[src/rtl/bcd_pkg.sv]
// ============================================================================
// Module   : bcd_pkg
// Brief    : Shared constants, FSM state type and digit type for the serial
//            packed-BCD adder.
// Revision : 1.0  initial release
// ============================================================================
`default_nettype none

package bcd_pkg;

    localparam int BCD_W    = 4;
    localparam int BCD_MAX  = 9;
    localparam int BCD_CORR = 6;

    typedef enum logic [1:0] {
        IDLE = 2'd0,
        RUN  = 2'd1,
        DONE = 2'd2
    } state_t;

    typedef logic [BCD_W-1:0] bcd_digit_t;

    // True for the six 4-bit codes that are not decimal digits.
    function automatic logic digit_invalid(input bcd_digit_t d);
        return d > BCD_W'(BCD_MAX);
    endfunction

endpackage

`default_nettype wire

[src/rtl/bcd_serial_add_ctrl_if.sv]
// ============================================================================
// Module   : bcd_serial_add_ctrl_if
// Brief    : Operand-in / result-out valid-ready bundle for the serial BCD adder.
// Revision : 1.0  initial release
// ============================================================================
`default_nettype none

interface bcd_serial_add_ctrl_if #(
    parameter int DIGITS = 4
);
    logic                  in_valid;
    logic                  in_ready;
    logic [4*DIGITS-1:0]   a;
    logic [4*DIGITS-1:0]   b;
    logic                  cin;
    logic                  out_valid;
    logic                  out_ready;
    logic [4*DIGITS-1:0]   sum;
    logic                  cout;
    logic                  err;
    logic                  busy;

    // Producer/consumer side.
    modport master (
        output in_valid, a, b, cin, out_ready,
        input  in_ready, out_valid, sum, cout, err, busy
    );

    // Adder side.
    modport slave (
        input  in_valid, a, b, cin, out_ready,
        output in_ready, out_valid, sum, cout, err, busy
    );
endinterface

`default_nettype wire

[src/rtl/bcd_digit_add.sv]
// ============================================================================
// Module   : bcd_digit_add
// Brief    : Combinational single-digit BCD adder with decimal carry.
// Revision : 1.0  initial release
// ============================================================================
`default_nettype none

module bcd_digit_add
    import bcd_pkg::*;
(
    input  bcd_digit_t a,
    input  bcd_digit_t b,
    input  logic       cin,
    output bcd_digit_t s,
    output logic       cout
);

    logic [BCD_W:0] w_bin;

    // Binary sums above 9 are pulled back into decimal by adding 6; only the
    // low nibble survives, so out-of-range digits wrap the same way.
    always_comb begin
        w_bin = {1'b0, a} + {1'b0, b} + {{BCD_W{1'b0}}, cin};
        if (w_bin > (BCD_W+1)'(BCD_MAX)) begin
            s    = w_bin[BCD_W-1:0] + BCD_W'(BCD_CORR);
            cout = 1'b1;
        end else begin
            s    = w_bin[BCD_W-1:0];
            cout = 1'b0;
        end
    end

endmodule

`default_nettype wire

[src/rtl/bcd_serial_add_ctrl.sv]
// ============================================================================
// Module   : bcd_serial_add_ctrl
// Brief    : Digit-serial packed-BCD adder, LSD first, one shared digit adder,
//            valid/ready handshakes on operand and result sides.
// Revision : 1.0  initial release
// ============================================================================
`default_nettype none

module bcd_serial_add_ctrl
    import bcd_pkg::*;
#(
    parameter int DIGITS = 4
) (
    input  logic                 clk,
    input  logic                 rst,
    bcd_serial_add_ctrl_if.slave bus
);

    localparam int SUM_W = BCD_W * DIGITS;
    localparam int IDX_W = $clog2(DIGITS) + 1;
    localparam logic [IDX_W-1:0] c_last_idx = IDX_W'(DIGITS - 1);

    state_t             r_state;
    logic [SUM_W-1:0]   r_a_sh;
    logic [SUM_W-1:0]   r_b_sh;
    logic [SUM_W-1:0]   r_sum;
    logic [IDX_W-1:0]   r_idx;
    logic               r_carry;
    logic               r_cout;
    logic               r_err;
    logic               r_in_ready;
    logic               r_out_valid;
    logic               r_busy;

    bcd_digit_t         w_digit_s;
    logic               w_digit_c;
    logic               w_digit_err;
    logic [SUM_W-1:0]   w_sum_next;

    bcd_digit_add u_digit_add (
        .a    (r_a_sh[BCD_W-1:0]),
        .b    (r_b_sh[BCD_W-1:0]),
        .cin  (r_carry),
        .s    (w_digit_s),
        .cout (w_digit_c)
    );

    assign w_digit_err = digit_invalid(r_a_sh[BCD_W-1:0]) |
                         digit_invalid(r_b_sh[BCD_W-1:0]);

    // New digit enters at the top so after DIGITS shifts digit 0 sits at the bottom.
    always_comb begin
        w_sum_next = r_sum >> BCD_W;
        w_sum_next[SUM_W-1 -: BCD_W] = w_digit_s;
    end

    always_ff @(posedge clk) begin
        if (rst) begin
            r_state     <= IDLE;
            r_a_sh      <= '0;
            r_b_sh      <= '0;
            r_sum       <= '0;
            r_idx       <= '0;
            r_carry     <= 1'b0;
            r_cout      <= 1'b0;
            r_err       <= 1'b0;
            r_in_ready  <= 1'b0;
            r_out_valid <= 1'b0;
            r_busy      <= 1'b0;
        end else begin
            case (r_state)
                IDLE: begin
                    if (bus.in_valid && r_in_ready) begin
                        r_a_sh     <= bus.a;
                        r_b_sh     <= bus.b;
                        r_carry    <= bus.cin;
                        r_idx      <= '0;
                        r_err      <= 1'b0;
                        r_cout     <= 1'b0;
                        r_sum      <= '0;
                        r_in_ready <= 1'b0;
                        r_busy     <= 1'b1;
                        r_state    <= RUN;
                    end else begin
                        r_in_ready <= 1'b1;
                    end
                end
                RUN: begin
                    r_sum   <= w_sum_next;
                    r_a_sh  <= r_a_sh >> BCD_W;
                    r_b_sh  <= r_b_sh >> BCD_W;
                    r_carry <= w_digit_c;
                    r_err   <= r_err | w_digit_err;
                    r_idx   <= r_idx + 1'b1;
                    if (r_idx == c_last_idx) begin
                        r_cout      <= w_digit_c;
                        r_out_valid <= 1'b1;
                        r_state     <= DONE;
                    end
                end
                DONE: begin
                    // Hold everything until the consumer takes the result.
                    if (bus.out_ready) begin
                        r_out_valid <= 1'b0;
                        r_busy      <= 1'b0;
                        r_in_ready  <= 1'b1;
                        r_state     <= IDLE;
                    end
                end
                default: begin
                    r_out_valid <= 1'b0;
                    r_busy      <= 1'b0;
                    r_in_ready  <= 1'b0;
                    r_state     <= IDLE;
                end
            endcase
        end
    end

    assign bus.in_ready  = r_in_ready;
    assign bus.out_valid = r_out_valid;
    assign bus.sum       = r_sum;
    assign bus.cout      = r_cout;
    assign bus.err       = r_err;
    assign bus.busy      = r_busy;

endmodule

`default_nettype wire

[src/flat_wrapper.sv]
// flat-port wrapper written by rule: the top's interface ports become plain ports
module bcd_serial_add_ctrl_flat import bcd_pkg::*;
#(
    parameter int DIGITS = 4
)
  (clk, rst, bus_in_valid, bus_a, bus_b, bus_cin, bus_out_ready, bus_in_ready, bus_out_valid, bus_sum, bus_cout, bus_err, bus_busy);
  bcd_serial_add_ctrl_if #(.DIGITS(DIGITS)) bus_i ();
  input  logic clk;
  input  logic rst;
  input wire logic [$bits(bus_i.in_valid)-1:0] bus_in_valid;
  input wire logic [$bits(bus_i.a)-1:0] bus_a;
  input wire logic [$bits(bus_i.b)-1:0] bus_b;
  input wire logic [$bits(bus_i.cin)-1:0] bus_cin;
  input wire logic [$bits(bus_i.out_ready)-1:0] bus_out_ready;
  output wire logic [$bits(bus_i.in_ready)-1:0] bus_in_ready;
  output wire logic [$bits(bus_i.out_valid)-1:0] bus_out_valid;
  output wire logic [$bits(bus_i.sum)-1:0] bus_sum;
  output wire logic [$bits(bus_i.cout)-1:0] bus_cout;
  output wire logic [$bits(bus_i.err)-1:0] bus_err;
  output wire logic [$bits(bus_i.busy)-1:0] bus_busy;
  assign bus_i.in_valid = bus_in_valid;
  assign bus_i.a = bus_a;
  assign bus_i.b = bus_b;
  assign bus_i.cin = bus_cin;
  assign bus_i.out_ready = bus_out_ready;
  assign bus_in_ready = bus_i.in_ready;
  assign bus_out_valid = bus_i.out_valid;
  assign bus_sum = bus_i.sum;
  assign bus_cout = bus_i.cout;
  assign bus_err = bus_i.err;
  assign bus_busy = bus_i.busy;
  bcd_serial_add_ctrl #(.DIGITS(DIGITS)) u_core (.clk(clk), .rst(rst), .bus(bus_i));
endmodule
[config.mk]
export PLATFORM = sky130hd
export DESIGN_NAME = bcd_serial_add_ctrl_flat
export DESIGN_NICKNAME = d
export VERILOG_FILES = /design/src/rtl/bcd_pkg.sv /design/src/rtl/bcd_serial_add_ctrl_if.sv /design/src/rtl/bcd_digit_add.sv /design/src/rtl/bcd_serial_add_ctrl.sv /design/src/flat_wrapper.sv
export SDC_FILE = /design/constraint.sdc
export NUM_CORES = 1
export LEC_CHECK = 0
export ABC_AREA = 1
export CAP_MARGIN = 20
export CORE_MARGIN = 5
export CORE_UTILIZATION = 54
export DETAILED_ROUTE_END_ITERATION = 8
export HOLD_SLACK_MARGIN = 0.1
export PLACE_DENSITY = 0.85
export REMOVE_ABC_BUFFERS = 1
export SKIP_CTS_REPAIR_TIMING = 1
export SLEW_MARGIN = 0
export SYNTH_ARGS = -nofsm -noshare
export SYNTH_HDL_FRONTEND = slang
export SYNTH_SLANG_ARGS = --single-unit
[constraint.sdc]
create_clock -name clk -period 5.2 [get_ports clk]
set_clock_uncertainty 0.15 [all_clocks]
set_input_delay 0.52 -clock clk [delete_from_list [all_inputs] [get_ports clk]]
set_output_delay 0.52 -clock clk [all_outputs]
set_load 0.005 [all_outputs]
==> results of run 1 <==
## final cells by class
class / count / area share, %
multi-input combinational: 245 / 36.8
sequential: 59 / 35.8
timing repair buffer: 58 / 17.5
clock buffer: 13 / 4.82
tap: 54 / 2.05
inverter: 16 / 1.97
clock inverter: 2 / 1.06
## per-layer routing
| layer | vias up | part of all wire, % | GRT usage [%] |
|---|---|---|---|
| li1 | 1232 | - | - |
| met1 | 1045 | 45 | 20.5 |
| met2 | 76 | 46 | 30.7 |
| met3 | 11 | 6.6 | 6.58 |
| met4 | 0 | 1.7 | 7.56 |
| met5 | - | 0 | 0 |
## registers in the layout, indices dropped and copies added, names as in the netlist
register and cells:
u_core.r_b_sh 16, u_core.bus.in_ready 1, u_core.r_a_sh 16, u_core.bus.err 1, u_core.r_state 2, u_core.bus.busy 1
u_core.bus.cout 1, u_core.bus.sum 16, u_core.bus.out_valid 1, u_core.r_carry 1, u_core.r_idx 3
## path summary, 6_finish.rpt
kind                                                        to  slack (ps)  cells past startpoint
worst max-delay path            u_core.bus.sum[7]$_SDFFE_PP0P_        2610                      7
worst min-delay path            u_core.bus.sum[0]$_SDFFE_PP0P_         310                      2
worst max register to register  u_core.bus.sum[7]$_SDFFE_PP0P_        2610                      7
worst min register to register  u_core.bus.sum[0]$_SDFFE_PP0P_         310                      2
## critical path, delay by kind of cell (launching register included)
family | cells | cell delay (ps)
DFF | 1 | 360
buffers and inverters | 3 | 630
AOI/OAI and AO/OA | 1 | 70
and+or+nand+nor | 3 | 1210
## through the flow
| stage | setup WS, ps | power, uW | hold slack [ps] |
|---|---|---|---|
| CTS | 2610 | 1160 | 312 |
| global route | 2360 | 1220 | 333 |
| detailed placement | 2630 | 744 | 303 |
| floorplan | 2860 | 663 | 285 |
| finish | 2610 | 1150 | 311 |
| global placement | 2690 | 736 | 298 |
## cells by family (layout without fill, tap and decap cells)
family	count (synthesis)	after routing	synth area share, %
AO/OA/AOI/OAI	93	93	19.3
adder cells (fa/ha/maj)	8	8	4.47
buffers and inverters	36	89	7.04
flip-flops	59	59	45.8
AND/OR/NAND/NOR	144	144	23.3
## power by group through the flow
| stage | clock network [uW] | logic, uW | registers [uW] |
|---|---|---|---|
| 5_1_grt | 445 | 252 | 518 |
| 2_1_floorplan | 0 | 144 | 519 |
| 3_5_place_dp | 0 | 221 | 523 |
| 4_1_cts | 421 | 222 | 513 |
| 3_3_place_gp | 0 | 214 | 522 |
| 6_report | 410 | 222 | 514 |
## cells in the final DEF (no fill, tap or decap), drive strengths merged
master,count
fa,2
nor3,1
buf,1
bufinv,1
a31oi,24
nor2,6
nand3b,1
clkdlybuf4s50,57
a21oi,37
clkinv,1
o211ai,1
clkbuf,13
dfxtp,59
nand3,13
nand2,121
ha,6
or2,2
inv,16
o21ai,31
==> out/summary.txt, run 1 <==
Sequential Power Share: 44.9%
Detailed Place HPWL: 3560 um
YS warnings: 0
synthesized flop and latch total: 59
max_cap viols: 0
die height: 79.1 um
setup TNS: 0 ps
WP data arrival: 2640 ps
total global-route track usage: 18.1%
dominant synthesized flop cell: dfxtp_1
Slew headroom: 33.4%
# DRC: 0
Worst Setup End Kind: flip-flop
Clk pin slew, worst setup/hold paths: 70 ps
fin nets: 434
pin count of the biggest net entering global routing: 53
root buffer cell: clkbuf_8
Cells after DPL: 432
outcome: complete, no violations
Post-synth EDFFs: 0
cell with the most instances after synthesis: nand2_1
first-pass iteration count of the detailed router: 4
worst-margin pin slew: 997 ps
most frequent CP cell: inv_2
slowest stage delay, CP: 750 ps
switching share of total power: 27.6%
Worst Path Max Fanout: 52
I/O Pins: 58
r2r startpoint: u_core.r_state[0]$_SDFFE_PP0P_
core box area: 0.00469 mm^2
Final Cell Area: 0.00330 mm^2
Commonest cells post-synth: nand2_1, dfxtp_1, a21oi_1
Worst Setup SP: u_core.r_state[0]$_SDFFE_PP0P_
RSZ-0062 raised after global routing: no
Sw Pwr: 317 uW
Skew-Pair Late Insertion Delay: 330 ps
Horiz. Die Dim: 79.1 um
Area contributors post-synth: dfxtp_1, nand2_1, a21oi_1
final hold violations: 0
clock group share of total power: 35.8%
Slew Limit Fails: 0
CP cell instances: inv_2, nor2_4, inv_4, nand2_8, inv_2, nand2_1, a21oi_1
cell row count: 25
crit start category: flip-flop
Sink Count: 59
# port buffers: 57
Worst Path Required: 5250 ps
CTS tree: yes
DRT antenna net count: 0
initial antenna violation count: 0
HP Start: u_core.bus.sum[0]$_SDFFE_PP0P_
FFs w/ async S/R, synth: 0%
first-pass GRT wire length: 8960 um
Routed WL: 5410 um
Starting Density: 54.9%
Synth Instances: 340
Cell Area, Placed: 0.00311 mm^2
final core utilization: 70.3%
share of cells above drive strength 1: 6.11%
peak supply drop: 0.213 mV
PD cells: 347 mW/mm^2
vias in the first global route: 2112
Worst Setup Path Type: reg -> reg
FMAX: 385 MHz
Via Count: 2364
syn_area_per_cell: 7.58 um^2
Worst path slowest cell: nor2_4
Clock Path Buffers: 2
antenna cells: 0
Initial DRC Count: 93
DR vias/cell: 5.29
CTS Buf Count: 9
# setup viols final: 0
minimum clock period after layout: 2590 ps
cell leakage power: 0.00128 uW
H-tree Lvls: 3
Pint: 829 uW
Gate power share: 19.4%
sequential element share of the synthesized area: 45.8%
multi-input logic area: 0.00121 mm^2
gr ovfl total: 0
gp weighted congestion: 0.852
WL/cell: 12.1 um
period utilization: 49.9%
Post-Layout Cell Count: 447
post-synth top area share: 45.8%
die area: 0.00625 mm^2
register area: 0.00118 mm^2
Netlist Area Pre-Place: 0.00258 mm^2
Layout area overhead: 28.1%
area leader, netlist: dfxtp_1
Yosys cell types: 25
fill cell total of the finished layout: 391
Worst Hold Class: reg -> reg
No activity file was read; power rests on OpenSTA's default activity.
==> inputs of run 2 (changes only) <==
--- a/config.mk
+++ b/config.mk
@@ -8,10 +8,10 @@
 export ABC_AREA = 1
 export CAP_MARGIN = 20
 export CORE_MARGIN = 5
-export CORE_UTILIZATION = 54
+export CORE_UTILIZATION = 45
 export DETAILED_ROUTE_END_ITERATION = 8
 export HOLD_SLACK_MARGIN = 0.1
-export PLACE_DENSITY = 0.85
+export PLACE_DENSITY = 0.76
 export REMOVE_ABC_BUFFERS = 1
 export SKIP_CTS_REPAIR_TIMING = 1
 export SLEW_MARGIN = 0
==> constraint.sdc (replaced) <==
create_clock -name clk -period 2.2 [get_ports clk]
set_clock_uncertainty 0.15 [all_clocks]
set_input_delay 0.22 -clock clk [delete_from_list [all_inputs] [get_ports clk]]
set_output_delay 0.22 -clock clk [all_outputs]
set_load 0.005 [all_outputs]
==> run 2 against run 1 <==
Compared with the run above: the run now ends with setup timing left; power increased by 150%; count of clock-buffer cells in the layout increased by 2; worst hold slack got worse by 20 ps; critical path depth increased by 5; combinational power increased to 3.2 times the previous value; clock power increased by 130%; critical path type unchanged; largest power group unchanged; highest routed layer unchanged.
==> out/summary.txt, run 2 (synthesized netlist as in run 1, its figures left out) <==
RSZ-0062 raised after global routing: yes (was no)
I/O Pins: 58 (unchanged)
gp weighted congestion: 0.893 (was 0.852)
pin count of the biggest net entering global routing: 49 (was 53)
Worst Setup End Kind: flip-flop (unchanged)
fill cell total of the finished layout: 507 (was 391)
Post-Layout Cell Count: 478 (was 447)
vias in the first global route: 2139 (was 2112)
WP data arrival: 2440 ps (was 2640 ps)
register area: 0.00118 mm^2 (about the same)
# port buffers: 57 (unchanged)
Detailed Place HPWL: 3860 um (was 3560 um)
DR vias/cell: 5.05 (was 5.29)
most frequent cells in the layout: nand2_1, dfxtp_1, clkdlybuf4s50_1 (unchanged)
# DRC: 0 (unchanged)
initial antenna violation count: 0 (unchanged)
peak supply drop: 0.423 mV (was 0.213 mV)
max_cap viols: 0 (unchanged)
failing checks: setup timing
root buffer cell: clkbuf_8 (unchanged)
antenna cells: 0 (unchanged)
Slew Limit Fails: 0 (unchanged)
Worst Path Max Fanout: 4 (was 52)
fin worst setup slack: -172 ps (was 2610 ps)
first-pass GRT wire length: 9360 um (was 8960 um)
Clk pin slew, worst setup/hold paths: 60 ps (was 70 ps)
commonest non-fill, non-tap cell in the layout: nand2_1 (unchanged)
gr ovfl total: 0 (unchanged)
Clock Path Buffers: 2 (unchanged)
die area: 0.00734 mm^2 (was 0.00625 mm^2)
Starting Density: 46.5% (was 54.9%)
Worst Hold Class: in -> reg (was reg -> reg)
WL/cell: 12.0 um (was 12.1 um)
Skew-Pair Late Insertion Delay: 330 ps (about the same)
core box area: 0.00554 mm^2 (was 0.00469 mm^2)
# setup viols final: 5 (was 0)
PD cells: 816 mW/mm^2 (was 347 mW/mm^2)
share of cells above drive strength 1: 14.3% (was 6.11%)
Initial DRC Count: 127 (was 93)
Horiz. Die Dim: 85.7 um (was 79.1 um)
Routed WL: 5750 um (was 5410 um)
first-pass iteration count of the detailed router: 5 (was 4)
Worst Path Required: 2270 ps (was 5250 ps)
DRT antenna net count: 0 (unchanged)
Tot Pwr: 2860 uW (was 1150 uW)
cell row count: 27 (was 25)
die height: 85.7 um (was 79.1 um)
Slew headroom: 68.8% (was 33.4%)
WHS: 290 ps (was 311 ps)
period utilization: 108% (was 49.9%)
minimum clock period after layout: 2370 ps (was 2590 ps)
worst-margin pin slew: 468 ps (was 997 ps)
final core utilization: 63.3% (was 70.3%)
Cells after DPL: 458 (was 432)
Cell Area, Placed: 0.00320 mm^2 (was 0.00311 mm^2)
cell leakage power: 0.00135 uW (was 0.00128 uW)
Sink Count: 59 (unchanged)
outcome: complete, but fails checks (was complete, no violations)
fin nets: 446 (was 434)
Via Count: 2416 (was 2364)
Final Cell Area: 0.00351 mm^2 (was 0.00330 mm^2)
crit start category: flip-flop (unchanged)
final hold violations: 0 (unchanged)
Layout area overhead: 36.1% (was 28.1%)
Worst Setup Path Type: reg -> reg (unchanged)
multi-input logic area: 0.00129 mm^2 (was 0.00121 mm^2)
CTS Buf Count: 9 (unchanged)
total global-route track usage: 15.8% (was 18.1%)
H-tree Lvls: 3 (unchanged)
FMAX: 422 MHz (was 385 MHz)
CTS tree: yes (unchanged)
run 2: cell types whose count changed in the layout (fill, tap and decap cells not counted), moves of 2 or more:
cell      change
fa_2          +2
inv_1         -2
nand2_1       -6
nand3_1       -4
nand2_2       +5
buf_4        +11
clkbuf_8      +2
fa_1          -2
a21oi_2       +4
nand3_2       +4
a21oi_1       -4
run 2: final cells by class:
class / count / area share (%)
repair buffers: 70 / 19.4
flip-flops and latches: 59 / 33.7
well taps: 72 / 2.57
multi-input cells: 245 / 36.9
clock inverters: 1 / 0.143
clock buffers: 15 / 5.32
inverters: 16 / 1.93
run 2: worst paths after layout:
check,from,end,slack (ps),cells after the start
min,bus_a[12],u_core.r_a_sh[12]$_SDFFE_PP0P_,290,3
max reg2reg,u_core.r_a_sh[0]$_SDFFE_PP0P_,u_core.bus.sum[15]$_SDFFE_PP0P_,-170,12
max,u_core.r_a_sh[0]$_SDFFE_PP0P_,u_core.bus.sum[15]$_SDFFE_PP0P_,-170,12
min reg2reg,u_core.bus.sum[1]$_SDFFE_PP0P_,u_core.bus.sum[1]$_SDFFE_PP0P_,310,2
run 2: per-stage QoR:
stage | setup TNS, ps | worst slack [ps]
6_report | -736 | -172
5_1_grt | -1220 | -271
4_1_cts | -1600 | -331
3_5_place_dp | -1520 | -319
3_3_place_gp | -966 | -210
2_1_floorplan | -676 | -144
run 2: report_power, final:
part / internal, uW / switching [uW]
combinational: 333 / 388
clock: 531 / 393
sequential: 1160 / 55.9
run 2: critical path: stages, from the launching register on:
cell and delay, ps:
dfxtp_2 330, fa_2 410, fa_2 560, inv_2 50, ha_4 160, inv_4 60, nor2_4 30, a21oi_2 110
nand2_2 100, nand2_4 100, nand3_2 70, nand2_1 60, a21oi_1 60
run 2: layer usage:
| layer | global-route usage [%] | part of all wire [%] |
|---|---|---|
| met3 | 3.55 | 6.5 |
| met4 | 7.77 | 1.9 |
| met2 | 26.1 | 45 |
| met5 | 0 | 0 |
| met1 | 19.5 | 46 |
==> patch (flow settings as in run 2) <==
Reset style: asynchronous (`rst`), changed in one clocked block.
--- a/src/rtl/bcd_serial_add_ctrl.sv
+++ b/src/rtl/bcd_serial_add_ctrl.sv
@@ -55,5 +55,5 @@
     end
 
-    always_ff @(posedge clk) begin
+    always_ff @(posedge clk or posedge rst) begin
         if (rst) begin
             r_state     <= IDLE;
Check against the original RTL: differs if rst is asserted again (counterexample within 4 cycles, from zero or initial values and one cycle with rst high); with rst held inactive, the same outputs for 10 cycles.
==> patch against run 2 <==
- the flow still finishes with violations (negative setup slack)
- fmax shrank 5.9%
- die area rose by 4.2%
- sequential cell count did not move
- routed wire length rose by 4.0%
- setup slack got worse by 0.15 ns
- count of clock-buffer cells in the layout down 2
- core utilization shrank 1.7 points
- synthesized cell count decreased by 10%
- area after synthesis is 4.8% higher
- design area grew 3.4%
- hold slack worse by 0.22 ns
- highest routed layer unchanged
Power is not compared: it rests on default switching activity, and its combinational part moved more than twofold at a synthesized area within 25%.
==> patch: results (changes against run 2) <==
Status
  – Status: finished with violations
  – Failing checks: negative setup slack

Layout
  – Diodes inserted: 0 (unchanged)
  – Final #Nets: 417 (-6.5%)
  – Share of cells above drive strength 1: 12.8% (-1.5 points)

Yosys
  – Synth warnings: 0 (unchanged)
  – Dominant synthesized flop cell: dfrtp_1
  – Sequential-to-total area share from yosys stat: 54.7% (+8.8 points)
  – Post-synth top cells: nand2_1, dfrtp_1, nor2_1
  – Unique masters post-synth: 23 (-8.0%)
  – Fraction of registers with async set/reset: 100% (+100 points)
  – Area contributors post-synth: dfrtp_1, nand2_1, a31oi_1

Routing
  – Post-DR wirelength/cell: 13.3 um (+10%)
  – Initial DRC count: 88 (-31%)
  – Post-detailed-route via-to-cell ratio: 5.12 (+1.4%)
  – First-pass DRT Iterations: 4 (-1)

Timing
  – Slew margin rel.: 67.9% (-0.90 points)
  – Hold_ws: 0.0696 ns (-0.221 ns)
  – Setup tns final: -1.54 ns (-0.805 ns)
  – # setup viols final: 5 (unchanged)
  – Worst Slack Setup Final: -0.321 ns (-0.149 ns)

Worst setup path
  – Max incr delay on CP: 0.59 ns (+0.03 ns)
  – Slowest-stage cell, CP: fa_2
  – CP Max Fanout: 4 (unchanged)
  – CP delay by family, top: adder cells
  – WP data arrival: 2.61 ns (+0.17 ns)

Placed design
  – Setup WS pre-CTS: -0.414 ns (-0.0947 ns)
  – Input/output buffers: 57 (unchanged)
  – Post-DP HPWL: 4170 um (+7.9%)
  – Routability cong.: 0.818 (-8.4%)

CTS
  – Clk pin slew, worst setup/hold paths: 0.06 ns (about the same)
  – Clk root buf: clkbuf_8
  – Clock Tree Buf Depth: 2 (unchanged)
  – H-tree depth: 3 (unchanged)
  – Clk_lat worst skew: between 0.3 and 0.4 ns
  – CTS Buf Count: 9 (unchanged)

Global route
  – Initial antenna violation count: 0 (unchanged)
  – Largest net degree at the start of global routing: 39 (-20%)
  – First-pass GRT wire length: 10300 um (+9.7%)
  – Overall Global Routing Usage: 17.4% (+1.5 points)
  – Vias in the first global route: 2335 (+9.2%)

Power and ir drop
  – Leakage: 1.68 nW
  – Max rail drop VDD: between 0.8 and 0.9 mV

Worst hold path
  – Hold Path Class: input pin to asynchronous set/reset pin
[patch: kinds of logic after synthesis]
group	count (synthesis)	synth area share, %
buffers and inverters	41	6.90
and+or+nand+nor	134	19.8
AOI/OAI and AO/OA	63	14.4
DFF	59	54.7
adders and majority gates	8	4.26
[patch: path summary, 6_finish.rpt]
check	from	endpoint	depth (start not counted)
worst max-delay path	u_core.r_a_sh[0]	u_core.bus.sum[14]	12
max in group asynchronous	rst	u_core.r_b_sh[2]	3
worst min register to register	u_core.bus.sum[2]	u_core.bus.sum[2]	2
worst min-delay path	rst	u_core.bus.sum[6]	2
min in group clk	bus_b[15]	u_core.r_b_sh[15]	3
worst max register to register	u_core.r_a_sh[0]	u_core.bus.sum[14]	12
[patch: final cells by class]
class,instances,area (um^2)
multi-input cells,205,1070
inverters,26,97.6
clock inverters,2,35.0
clock buffers,13,159
flip-flops and latches,59,1480
repair buffers,71,688
well taps,75,93.8
fillers,515,2260
[patch: power breakdown]
| group | leakage (nW) | total [W] | internal, W | switching [W] |
|---|---|---|---|---|
| sequential | 0.720 | 0.00195 | 0.00163 | 0.000319 |
| clock | 0.0995 | 0.000971 | 0.000577 | 0.000394 |
| combinational | 0.864 | 0.00364 | 0.00163 | 0.00201 |
[patch: per-layer routing]
layer	GRT usage, %	wire length, um	share of wire, %
met1	19.3	2620	44
met5	0	0	0
met3	4.54	360	6.0
met4	10.7	164	2.7
met2	29.5	2830	47
[patch: through the flow]
step                      std cells  area (um^2)
after floorplan                 290         2610
after global placement          432         3360
after detailed placement        432         3360
after CTS                       447         3560
after global routing            451         3620
final                           451         3620
